--- config.mk ---
export PLATFORM = sky130hd
export DESIGN_NAME = bp_table_scheduler
export DESIGN_NICKNAME = d
export VERILOG_FILES = /design/src/rtl/bp_table_scheduler.sv
export SDC_FILE = /design/constraint.sdc
export NUM_CORES = 1
export LEC_CHECK = 0
export CAP_MARGIN = 20
export CORE_ASPECT_RATIO = 0.8
export CORE_MARGIN = 2
export CORE_UTILIZATION = 47
export DETAILED_ROUTE_END_ITERATION = 12
export GPL_ROUTABILITY_DRIVEN = 0
export PLACE_DENSITY_LB_ADDON = 0.3
export SLEW_MARGIN = 25
export SYNTH_ARGS = -nofsm -noshare
export SYNTH_HDL_FRONTEND = slang
export SYNTH_SLANG_ARGS = --single-unit
export TNS_END_PERCENT = 5
--- constraint.sdc ---
create_clock -name clk -period 2.9 [get_ports clk]
set_input_delay 0.58 -clock clk [delete_from_list [all_inputs] [get_ports clk]]
set_output_delay 0.58 -clock clk [all_outputs]
set_load 0.02 [all_outputs]
--- src/rtl/bp_table_scheduler.sv ---
// Arbitrates one single-port predictor table between fetch lookups and queued EX updates.
// Optional BP_SCHED_COALESCE_EN merges an update into a queued entry with the same index.
module bp_table_scheduler #(
    parameter int WIDTH      = 32,
    parameter int IDX_W      = 8,
    parameter int DATA_W     = 9,
    parameter int FIFO_DEPTH = 4
) (
    input  logic              clk,
    input  logic              rst,
    input  logic [WIDTH-1:0]  PC_F,
    input  logic              branch_en_F,
    input  logic [WIDTH-1:0]  PC_EX,
    input  logic              branch_en_EX,
    input  logic [DATA_W-1:0] upd_wdata,
    input  logic              flush_req,
    output logic              lookup_valid,
    output logic [DATA_W-1:0] lookup_data,
    output logic              fetch_stall,
    output logic              ex_stall,
    output logic              ready,
    output logic              tbl_en,
    output logic              tbl_we,
    output logic [IDX_W-1:0]  tbl_addr,
    output logic [DATA_W-1:0] tbl_wdata,
    input  logic [DATA_W-1:0] tbl_rdata
);

    localparam int PW = $clog2(FIFO_DEPTH);
    localparam int CW = PW + 1;

    typedef enum logic [1:0] {INIT, RUN, DRAIN} state_t;

    state_t state, state_next;

    logic [IDX_W-1:0]  ptr;
    logic [IDX_W-1:0]  q_idx  [FIFO_DEPTH];
    logic [DATA_W-1:0] q_data [FIFO_DEPTH];
    logic [PW-1:0]     rd_ptr, wr_ptr;
    logic [CW-1:0]     count;
    logic              rd_q;
    logic [DATA_W-1:0] held;

    logic              full, empty, pop, push, alloc, grant_rd;
    logic              merge;
    logic [PW-1:0]     merge_slot;
    logic [IDX_W-1:0]  upd_idx, fetch_idx;

    logic unused_pc;
    assign unused_pc = ^{PC_F[WIDTH-1:IDX_W], PC_EX[WIDTH-1:IDX_W]};

    assign upd_idx   = PC_EX[IDX_W-1:0];
    assign fetch_idx = PC_F[IDX_W-1:0];
    assign full      = (count == CW'(FIFO_DEPTH));
    assign empty     = (count == '0);

    // State register and FIFO bookkeeping
    always_ff @(posedge clk) begin
        if (rst) begin
            state  <= INIT;
            ptr    <= '0;
            rd_ptr <= '0;
            wr_ptr <= '0;
            count  <= '0;
            rd_q   <= 1'b0;
            held   <= '0;
        end else begin
            state <= state_next;
            ptr   <= (state == INIT) ? ptr + 1'b1 : '0;
            if (pop)
                rd_ptr <= rd_ptr + 1'b1;
            if (alloc)
                wr_ptr <= wr_ptr + 1'b1;
            count <= count + CW'(alloc) - CW'(pop);
            rd_q  <= grant_rd;
            if (rd_q)
                held <= tbl_rdata;
        end
    end

    always_ff @(posedge clk) begin
        if (alloc) begin
            q_idx[wr_ptr]  <= upd_idx;
            q_data[wr_ptr] <= upd_wdata;
        end else if (push && merge) begin
            q_data[merge_slot] <= upd_wdata;
        end
    end

    always_comb begin
        state_next = state;
        unique case (state)
            INIT:    if (ptr == {IDX_W{1'b1}}) state_next = RUN;
            RUN:     if (flush_req) state_next = DRAIN;
            DRAIN:   if (count <= CW'(1)) state_next = INIT;
            default: state_next = INIT;
        endcase
    end

    always_comb begin
        tbl_en      = 1'b0;
        tbl_we      = 1'b0;
        tbl_addr    = '0;
        tbl_wdata   = '0;
        pop         = 1'b0;
        grant_rd    = 1'b0;
        fetch_stall = 1'b1;
        ready       = 1'b0;
        if (!rst) begin
            unique case (state)
                INIT: begin
                    tbl_en   = 1'b1;
                    tbl_we   = 1'b1;
                    tbl_addr = ptr;
                end
                RUN: begin
                    ready       = 1'b1;
                    fetch_stall = 1'b0;
                    // A full FIFO takes the port so EX cannot be starved
                    if (full && branch_en_F) begin
                        pop         = 1'b1;
                        fetch_stall = 1'b1;
                    end else if (branch_en_F) begin
                        grant_rd = 1'b1;
                        tbl_en   = 1'b1;
                        tbl_addr = fetch_idx;
                    end else if (!empty) begin
                        pop = 1'b1;
                    end
                end
                DRAIN:   pop = !empty;
                default: ;
            endcase
        end
        if (pop) begin
            tbl_en    = 1'b1;
            tbl_we    = 1'b1;
            tbl_addr  = q_idx[rd_ptr];
            tbl_wdata = q_data[rd_ptr];
        end
    end

`ifdef BP_SCHED_COALESCE_EN
    logic [PW-1:0] offs;

    // Descending scan so the lowest matching slot is the one kept
    always_comb begin
        merge      = 1'b0;
        merge_slot = '0;
        offs       = '0;
        for (int i = FIFO_DEPTH - 1; i >= 0; i--) begin
            offs = PW'(i) - rd_ptr;
            if (({1'b0, offs} < count) && (q_idx[i] == upd_idx)
                && !(pop && (PW'(i) == rd_ptr))) begin
                merge      = 1'b1;
                merge_slot = PW'(i);
            end
        end
    end
`else
    assign merge      = 1'b0;
    assign merge_slot = '0;
`endif

    assign ex_stall = rst || (state != RUN) || flush_req
                      || (full && !pop && !merge);
    assign push     = branch_en_EX && !ex_stall;
    assign alloc    = push && !merge;

    assign lookup_valid = rd_q;
    assign lookup_data  = rd_q ? tbl_rdata : held;

endmodule
# [Word level (Yosys, flattened, before mapping)]
# Memories as Yosys holds them, arrays and structs flattened. A register that Yosys moved wholly into a read port is not among the register bits.
# Cells that the tools add are included.
[word_totals] reg_bits=27 mem_bits_rw=68 memories=2 elab_cells=74
[mem_list] memory="q_data" depth=4 word_bits=9 rd=1 rd_clocked_by_memory_dff=1 write_ports=1 line="38" text="logic [DATA_W-1:0] q_data [FIFO_DEPTH];"
[mem_list] memory="q_idx" depth=4 word_bits=8 rd=1 rd_clocked_by_memory_dff=1 write_ports=1 line="37" text="logic [IDX_W-1:0] q_idx [FIFO_DEPTH];"
[classes] bitwise=2 n_lt_le_gt_ge=1 mux=35 reduce_logical=14 n_addsub=5 eq_ne=8
[ops] operator="$mux 8" n=4
[ops] operator="$mux 1" n=18
[ops] operator="$mux 9" n=2
[ops] operator="$pmux 8 s2" n=1
[ops] operator="$mux 2" n=7
[ops] operator="$add 8x1->8 const B" n=1
[ops] operator="$eq 8x8->1 const B" n=1
[ops] operator="$pmux 2 s3" n=1
[ops] operator="$add 2x1->2 const B" n=2
[ops] operator="$ne 2x1->1 const B" n=2
[ops] operator="$ne 2x2->1 const B" n=2
[ops] operator="$pmux 1 s2" n=2
[ops] operator="$reduce_or 2->1" n=2
[ops] operator="$add 3x1->3" n=1
[ops] operator="$eq 3x3->1 const B" n=1
[ops] operator="$le 3x1->1 const B" n=1
[ops] operator="$logic_and 1x1->1" n=3
[ops] operator="$logic_not 1->1" n=3
[ops] operator="$logic_not 3->1" n=1
[ops] operator="$logic_or 1x1->1" n=3
[ops] operator="$reduce_and 3->1" n=1
[ops] operator="$sub 3x1->3" n=1
[ops] operator="$eq 2x1->1 const B" n=1
[ops] operator="$eq 2x2->1 const B" n=1
[ops] operator="other kinds (2)" n=3

# [Depth between registers and ports, before layout]
# Gate-level depths: netlist of run 1.
[depth] word_depth=13 ltp_mapped=12 depth_no_buf=11

# [Worst setup path before layout of run 1]
# OpenSTA, ideal clock, no wires.
[synth_path] path_type="reg2reg" startpoint="register state[0]" endpoint="register count[1]" path_stages_with_launch=12 arrival_time_ps=2353 setup_ps=128 period_less_slack_ps=2481 path_buffers=1 setup_slack_ps=419 cell_sequence="dfxtp_1 > inv_1 > ha_1 > o311ai_1 > or2_2 > buf_2 > inv_1 > ha_1 > inv_1 > ha_1 > fa_1 > nor2b_1"
[synth_via] elab_chain_len=10 elab_cells_between_ends=14
[synth_lines] item="from (decl)" line="34" text="state_t state, state_next;"
[synth_lines] item="from (signal assigned)" line="68" text="state <= state_next;"
[synth_lines] item="$eq 2x2->1 / $eq 2x1->1 (equally long branches)" line="110" text="unique case (state)"
[synth_lines] item="$pmux 1 s2 (*)" line="110"
[synth_lines] item="$mux 1 (*)" line="109" text="if (!rst) begin"
[synth_lines] item="via pop" line="44" text="logic full, empty, pop, push, alloc, grant_rd;"
[synth_lines] item="$logic_not 1->1" line="166" text="|| (full && !pop && !merge);"
[synth_lines] item="$logic_and 1x1->1" line="166"
[synth_lines] item="$logic_or 1x1->1" line="166"
[synth_lines] item="$logic_not 1->1" line="167" text="assign push = branch_en_EX && !ex_stall;"
[synth_lines] item="$logic_and 1x1->1" line="167"
[synth_lines] item="$add 3x1->3" line="74" text="count <= count + CW'(alloc) - CW'(pop);"
[synth_lines] item="$sub 3x1->3 (*)" line="74"
[synth_lines] item="to (signal assigned)" line="74"
[synth_lines] item="to (decl)" line="40" text="logic [CW-1:0] count;"
# The timed path passes the listed nets; every way through them passes the cells marked *.
# A chain may end at the register's enable or synchronous reset.

# [Final worst setup path of run 1]
[layout_path] startpoint="input port branch_en_F" endpoint="output port tbl_addr[1]"
[layout_via] elab_chain_len=5 elab_cells_between_ends=10
[layout_lines] item="from (decl)" line="12" text="input logic branch_en_F,"
[layout_lines] item="$mux 8 (tied with other cells)" line="123" text="end else if (branch_en_F) begin"
[layout_lines] item="$mux 8 / $mux 1 (equally long branches)" line="120" text="if (full && branch_en_F) begin"
[layout_lines] item="$pmux 8 s2 / $pmux 1 s2 (equally long branches)" line="110"
[layout_lines] item="$mux 8 / $mux 1 (equally long branches)" line="109"
[layout_lines] item="$mux 8 (*)" line="135" text="if (pop) begin"
[layout_lines] item="to (decl)" line="24" text="output logic [IDX_W-1:0] tbl_addr,"
# Mark *: on every way between the ends. The rest lies on a longest branch, timed or not.

==> impl_metrics.sql, run 1 <==
INSERT INTO impl_metrics (metric_group, metric, value, unit) VALUES
('status', 'status', 'complete, no violations', ''),
('setup_path', 'cpMaxStageDelayCell', 'sky130_fd_sc_hd__clkdlybuf4s50_1', ''),
('floorplanning', 'floorplan.die_area', '0.00946', 'mm^2'),
('clocking', 'ctsRootBufferMaster', 'sky130_fd_sc_hd__clkbuf_8', ''),
('power_and_ir_drop', 'total_leakage_power', '1.90', 'nW'),
('timing', 'setup-violations-final', '0', ''),
('setup_path', 'critical_path.cell_chain', 'clkdlybuf4s50_1 > o21ai_0 > a21oi_1 > buf_4 > o221ai_4 > o22ai_1 > clkdlybuf4s15_1', ''),
('timing', 'fin_worst_hold_slack', '475', 'ps'),
('yosys', 'yosys_warnings', '0', ''),
('job', 'number_of_max_cap_violations', '0', ''),
('setup_path', 'worstSetupEndpoint', 'tbl_addr[1]', ''),
('setup_path', 'critPathLaunchType', 'primary input', ''),
('yosys', 'synthesis.instances', '273', ''),
('floorplanning', 'num_rows', '30', ''),
('timing', 'period_share', '96.6', '%'),
('yosys', 'synth_top_area_share', '50.0', '%'),
('yosys', 'ys_seq_area_share', '64.2', '%'),
('drt', 'route.antenna.remaining_nets', '0', ''),
('setup_path', 'launching_point_of_the_worst_reg2reg_path', 'state[1]', ''),
('clocking', 'postCtsSetupBuffers', '0', ''),
('drt', 'drt_first_iter_violations', '65', ''),
('yosys', 'yosysMostFrequentCell', 'sky130_fd_sc_hd__edfxtp_1', ''),
('cells_and_area', 'final_net_count', '462', ''),
('yosys', 'synthTopCellsByArea', 'sky130_fd_sc_hd__edfxtp_1 50%, sky130_fd_sc_hd__dfxtp_1 14%, sky130_fd_sc_hd__mux4_2 9.4%, sky130_fd_sc_hd__ha_1 4.0%, sky130_fd_sc_hd__mux2_2 2.5%', ''),
('setup_path', 'critical_path_cell_count', '7', ''),
('setup_path', 'worstPathBufferInverterCount', '3', ''),
('timing', 'fin_worst_skew', '12.3', 'ps'),
('grt', 'via_count_of_the_first_global_routing_pass', '2395', ''),
('floorplanning', 'die_span_x', '108', 'um'),
('yosys', 'synth_flop_cell', 'sky130_fd_sc_hd__edfxtp_1', ''),
('cells_and_area', 'post_route_cells_drive_above_1_share', '17.8', '%'),
('yosys', 'complex_gate_fraction_of_the_synthesized_area', '7.14', '%'),
('timing', 'number_of_hold_violations_in_the_final_report', '0', ''),
('yosys', 'synth.cells.most_frequent', '68 x sky130_fd_sc_hd__edfxtp_1, 29 x sky130_fd_sc_hd__dfxtp_1, 21 x sky130_fd_sc_hd__inv_1, 17 x sky130_fd_sc_hd__mux4_2, 14 x sky130_fd_sc_hd__and2_1', ''),
('drt', 'drt_drc_violations_left', '0', ''),
('clocking', 'cts_buffer_depth', '2', ''),
('timing', 'rsz0062_at_grt', 'no', ''),
('clocking', 'cts_buffers', '9', ''),
('yosys', 'postSynth.asyncResetShare', '0', '%'),
('drt', 'route.detailed.vias_per_inst', '5.18', ''),
('grt', 'antenna_found_initial', '0', ''),
('clocking', 'cts_clk_pin_slew_worst_paths', '90', 'ps'),
('yosys', 'synth-edff-count', '68', ''),
('yosys', 'synth.area.mux_share', '11.9', '%'),
('placement', 'dp.cells', '462', ''),
('yosys', 'synth_top_family_by_area', 'multiplexers', ''),
('timing', 'fmax', '357', 'MHz'),
('grt', 'grt_pass1_wl', '11.8', 'mm'),
('timing', 'max_slew.worst_pin.slew', '397', 'ps'),
('power_and_ir_drop', 'worst_ir_drop_on_vdd', '233', 'uV'),
('setup_path', 'cp-end-kind', 'output pin', ''),
('yosys', 'yosys.area_share.xor_xnor', '1.29', '%'),
('floorplanning', 'start_util', '48.4', '%'),
('grt', 'grt_usage', '16.8', '%'),
('setup_path', 'crit-reg2reg-capture', 'count[2]', ''),
('setup_path', 'cp.required', '2320', 'ps'),
('yosys', 'synth_area', '0.00408', 'mm^2'),
('setup_path', 'path_class', 'primary input to output pin', ''),
('setup_path', 'cp-startpoint', 'branch_en_F', ''),
('timing', 'layout_min_cycle_time', '2800', 'ps'),
('placement', 'dp_hpwl', '5.21', 'mm'),
('grt', 'grt_start_max_net_pins', '21', ''),
('grt', 'grt-ovfl-total', '0', ''),
('floorplanning', 'top_level_ports', '119', ''),
('yosys', 'synth_seq_cells', '97', ''),
('setup_path', 'timing.reg2reg.worst_path_depth', '12', ''),
('drt', 'drt_pre_antenna_iters', '4', ''),
('power_and_ir_drop', 'power_per_cell_area', '451', 'mW/mm^2'),
('yosys', 'ys_types', '37', ''),
('worst_hold_path', 'min_path_type', 'flip-flop to flip-flop', ''),
('clocking', 'clock_sinks', '97', '');
## metrics by stage
stage               setup TNS, ps  total power [W]  cell area, um^2  setup WS [ps]
floorplan                       0          0.00154             4080            419
global placement            -4770          0.00162             5070           -284
detailed placement          -5080          0.00162             5070           -315
CTS                         -14.0          0.00239             5230          -14.0
global route                    0          0.00245             5250           4.40
finish                          0          0.00237             5250           97.3
## state kept, by name, indices dropped and copies added (netlist names), named ones only
name / flops
q_data: 36
state: 2
lookup_valid: 1
count: 3
q_idx: 32
ptr: 8
rd_ptr: 2
held: 9
wr_ptr: 2
## placed cells by master, fill, tap and decap left out, types with 4 or more instances in the layout
master	synthesis	routed
sky130_fd_sc_hd__a21oi_1	7	7
sky130_fd_sc_hd__a22oi_1	8	8
sky130_fd_sc_hd__and2_1	14	14
sky130_fd_sc_hd__buf_12	0	5
sky130_fd_sc_hd__buf_4	2	13
sky130_fd_sc_hd__clkbuf_8	0	9
sky130_fd_sc_hd__clkdlybuf4s15_1	0	5
sky130_fd_sc_hd__clkdlybuf4s50_1	0	51
sky130_fd_sc_hd__dfxtp_1	29	29
sky130_fd_sc_hd__dlygate4sd2_1	0	14
sky130_fd_sc_hd__edfxtp_1	68	68
sky130_fd_sc_hd__ha_1	13	13
sky130_fd_sc_hd__inv_1	21	21
sky130_fd_sc_hd__mux2_2	9	9
sky130_fd_sc_hd__mux4_2	17	17
sky130_fd_sc_hd__nand2_1	6	6
sky130_fd_sc_hd__nand3_1	4	4
sky130_fd_sc_hd__nor2_1	8	8
sky130_fd_sc_hd__nor2b_1	12	12
sky130_fd_sc_hd__o21ai_0	8	8
sky130_fd_sc_hd__o22ai_1	8	8
sky130_fd_sc_hd__xor2_1	4	4
## area by class of cell
type                            instances  area [um^2]
Clock buffer                            9          124
Clock inverter                          7         57.6
Fill cell                             641         3200
Inverter                               23         86.3
Multi-Input combinational cell        142         1340
Sequential cell                        97         2620
Tap cell                              112          140
Timing Repair Buffer                   88          881
## cell families (layout without fill, tap and decap cells)
group | count (synthesis) | count (layout)
flops | 97 | 97
simple gates | 55 | 55
compound gates | 41 | 41
buf+inv | 34 | 127
mux | 26 | 26
fa+ha+maj | 14 | 14
xor+xnor | 6 | 6
## where the power goes
group	internal, W	switching, W	total [W]	leakage, nW
registers	0.00148	0.00000466	0.00149	0.845
logic	0.0000610	0.0000397	0.000101	0.964
clock network	0.000319	0.000462	0.000781	0.0877
## layer usage
metal	vias to the layer above	global-route usage [%]	wire [um]
li1	1195	-	-
met1	1186	22.8	3300
met2	85	26.7	3670
met3	8	5.31	510
met4	0	3.85	63
met5	-	0	0
## what timing repair did
| action | CTS | global route |
|---|---|---|
| endpoints found under the setup margin | 19 | 8 |
| pin swaps | 0 | 1 |
| resized for setup | 20 | 6 |
## worst min-delay path by stage
stage / startpoint / end / depth (start not counted)
2_1_floorplan: ptr[0] / ptr[0] / 1
3_3_place_gp: ptr[0] / ptr[0] / 1
3_5_place_dp: rd_ptr[1] / rd_ptr[1] / 1
4_1_cts: rd_ptr[1] / rd_ptr[1] / 1
5_1_grt: rd_ptr[1] / rd_ptr[1] / 1
6_report: rd_ptr[1] / rd_ptr[1] / 1
Note: power is estimated with default switching activity, not from simulation.
==> run 2, diff against run 1 <==
- CORE_UTILIZATION: 47 -> 51
- SLEW_MARGIN: 25 -> 20
- clock period: 2.9 -> 3.3 ns (I/O delays scaled with it)
==> run 2 against run 1 <==
Compared with the run above:
- clock skew down 1.1 ps
- first-iteration DRC count up 43%
- critical path depth unchanged
- sequential share of layout area up 0.66 points
- utilization up 3.9 points
- critical path type is now flip-flop to output pin
- total power down 12%
==> impl_metrics.sql, run 2 (same netlist as run 1, synthesis figures left out) <==
INSERT INTO impl_metrics (metric_group, metric, value, unit) VALUES
('status', 'status', 'complete, no violations', ''),
('drt', 'avgRoutedWirePerCell', '16.4', 'um'),
('floorplanning', 'design.core.area', '0.00784', 'mm^2'),
('power_and_ir_drop', 'total_leakage_power', '2.04', 'nW'),
('cells_and_area', 'final_net_count', '459', ''),
('setup_path', 'cp-startpoint', 'state[0]', ''),
('setup_path', 'crit-reg2reg-capture', 'count[1]', ''),
('setup_path', 'cp.required', '2640', 'ps'),
('power_and_ir_drop', 'power_per_cell_area', '403', 'mW/mm^2'),
('setup_path', 'critPathLaunchType', 'flip-flop', ''),
('clocking', 'postCtsSetupBuffers', '0', ''),
('grt', 'grt_pass1_wl', '12.2', 'mm'),
('clocking', 'h_tree_lvls', '3', ''),
('cells_and_area', 'post_route_cells_drive_above_1_share', '17.4', '%'),
('floorplanning', 'num_rows', '29', ''),
('timing', 'slew_violations', '0', ''),
('worst_hold_path', 'min_path_type', 'flip-flop to flip-flop', ''),
('floorplanning', 'floorplan.die_area', '0.00874', 'mm^2'),
('grt', 'grt_start_max_net_pins', '18', ''),
('grt', 'grt_usage', '18.3', '%'),
('clocking', 'ctsResizeCount', '6', ''),
('drt', 'route.detailed.vias_per_inst', '5.25', ''),
('power_and_ir_drop', 'share_seq_of_total_power', '62.5', '%'),
('clocking', 'ctsRootBufferMaster', 'sky130_fd_sc_hd__clkbuf_8', ''),
('power_and_ir_drop', 'power_switching', '0.000452', 'W'),
('cells_and_area', 'area_growth', '26.8', '%'),
('power_and_ir_drop', 'power_switching_share', '21.6', '%'),
('grt', 'via_count_of_the_first_global_routing_pass', '2488', ''),
('floorplanning', 'die_span_x', '104', 'um'),
('clocking', 'source_to_sink_clock_delay_at_the_later_pin_of_the_worst_skew_pair', '360', 'ps'),
('grt', 'grt-ovfl-total', '0', ''),
('clocking', 'tritoncts', 'done', ''),
('cells_and_area', 'layout_common_cells', '68 x sky130_fd_sc_hd__edfxtp_1, 52 x sky130_fd_sc_hd__clkdlybuf4s50_1, 29 x sky130_fd_sc_hd__dfxtp_1, 21 x sky130_fd_sc_hd__inv_1, 17 x sky130_fd_sc_hd__mux4_2', ''),
('setup_path', 'critPathArrivalTime', '2500', 'ps'),
('drt', 'drt_pre_antenna_iters', '4', ''),
('setup_path', 'worstSetupEndpoint', 'tbl_we', ''),
('grt', 'antenna_found_initial', '0', ''),
('clocking', 'cts-hold-fix-buffers', '0', ''),
('clocking', 'cts_clk_pin_slew_worst_paths', '90', 'ps'),
('placement', 'numPortBuffers', '70', ''),
('cells_and_area', 'antenna-diode-count', '0', ''),
('timing', 'period_share', '95.6', '%'),
('drt', 'detailed_route_via_count', '2471', ''),
('job', 'number_of_max_cap_violations', '0', ''),
('power_and_ir_drop', 'power.share.clock', '33.3', '%'),
('drt', 'route.antenna.remaining_nets', '0', ''),
('timing', 'slew_hr', '67.5', '%'),
('setup_path', 'critical_path_fanouts_max', '6', ''),
('floorplanning', 'start_util', '52.1', '%'),
('placement', 'dp.cells', '455', ''),
('clocking', 'cts_buffers', '9', ''),
('timing', 'number_of_hold_violations_in_the_final_report', '0', ''),
('cells_and_area', 'design_area', '0.00518', 'mm^2'),
('cells_and_area', 'largest_register', 'q_data', ''),
('timing', 'fmax', '317', 'MHz'),
('cells_and_area', 'finalNonFillerCells', '471', ''),
('power_and_ir_drop', 'p_comb_share', '4.2', '%'),
('timing', 'setup-violations-final', '0', ''),
('timing', 'fin_worst_skew', '11.2', 'ps'),
('cells_and_area', 'max_ffs_per_register', '36', ''),
('power_and_ir_drop', 'intPower', '0.00164', 'W'),
('drt', 'drt_drc_violations_left', '0', ''),
('setup_path', 'cp-end-kind', 'output pin', ''),
('cells_and_area', 'layout.cells.most_common', 'sky130_fd_sc_hd__edfxtp_1', ''),
('cells_and_area', 'filler_cell_count', '558', ''),
('clocking', 'clock_sinks', '97', ''),
('setup_path', 'timing.reg2reg.worst_path_depth', '11', ''),
('setup_path', 'regToRegSetupSlack', '650', 'ps'),
('floorplanning', 'floorplan.die.height', '84.0', 'um'),
('placement', 'cell_area_after_placement', '0.00498', 'mm^2'),
('drt', 'totalWireLength', '7.73', 'mm'),
('setup_path', 'launching_point_of_the_worst_reg2reg_path', 'state[0]', ''),
('cells_and_area', 'reg_top3', 'q_data x36, q_idx x32, held x9', ''),
('timing', 'layout_min_cycle_time', '3160', 'ps'),
('timing', 'max_slew.worst_pin.slew', '488', 'ps'),
('clocking', 'cts_buffer_depth', '2', ''),
('drt', 'drt_first_iter_violations', '93', ''),
('placement', 'dp_hpwl', '5.22', 'mm'),
('floorplanning', 'top_level_ports', '119', ''),
('setup_path', 'path_class', 'flip-flop to output pin', ''),
('power_and_ir_drop', 'worst_ir_drop_on_vdd', '227', 'uV');
run 2: worst min-delay path by stage:
stage	endpoint	depth (start not counted)	from
3_3_place_gp	ptr[0]	1	ptr[0]
6_report	flip-flop	1	rd_ptr[1]
2_1_floorplan	ptr[0]	1	ptr[0]
5_1_grt	rd_ptr[1]	1	rd_ptr[1]
3_5_place_dp	rd_ptr[1]	1	rd_ptr[1]
4_1_cts	rd_ptr[1]	1	rd_ptr[1]
run 2: layer usage:
layer	global-route usage, %	share of wire [%]	vias to the layer above	routed length, um
li1	-	-	1192	-
met1	23.2	44	1181	3390
met2	30.1	48	82	3740
met3	5.00	5.8	16	450
met4	7.25	2.0	0	155
met5	0	0	-	0
run 2: power groups by stage:
stage	logic, W	registers (W)	clock network (W)
after floorplan	0.0000205	0.00133	0
after global placement	0.0000862	0.00133	0
final	0.0000870	0.00130	0.000696
after CTS	0.0000883	0.00130	0.000711
after detailed placement	0.0000882	0.00133	0
after global routing	0.0000936	0.00131	0.000762
run 2: final cells by class:
class,instances,area [um^2],area share [%]
well taps,108,135,2.61
inverters,23,86.3,1.67
clock inverters,7,52.6,1.01
clock buffers,9,124,2.39
repair buffers,85,836,16.1
multi-input cells,142,1320,25.5
flip-flops and latches,97,2620,50.7
run 2: critical path, stage by stage, from the launching register on:
cell and delay (ps):
sky130_fd_sc_hd__dfxtp_1 410, sky130_fd_sc_hd__inv_1 90, sky130_fd_sc_hd__ha_1 330, sky130_fd_sc_hd__o311ai_1 160
sky130_fd_sc_hd__or2_2 350, sky130_fd_sc_hd__buf_4 160, sky130_fd_sc_hd__nand2_1 50, sky130_fd_sc_hd__clkdlybuf4s50_1 600
run 2: through the flow:
step                hold slack, ps  setup TNS, ps  total power, W  setup WS [ps]  utilization, %
floorplan                      430              0         0.00135            789               -
global placement               449              0         0.00142           19.7            63.5
detailed placement             450              0         0.00142           25.2            63.5
CTS                            472              0         0.00210           5.79            65.7
global route                   491          -1.96         0.00216          -1.96            66.1
finish                         469              0         0.00209            144            66.1
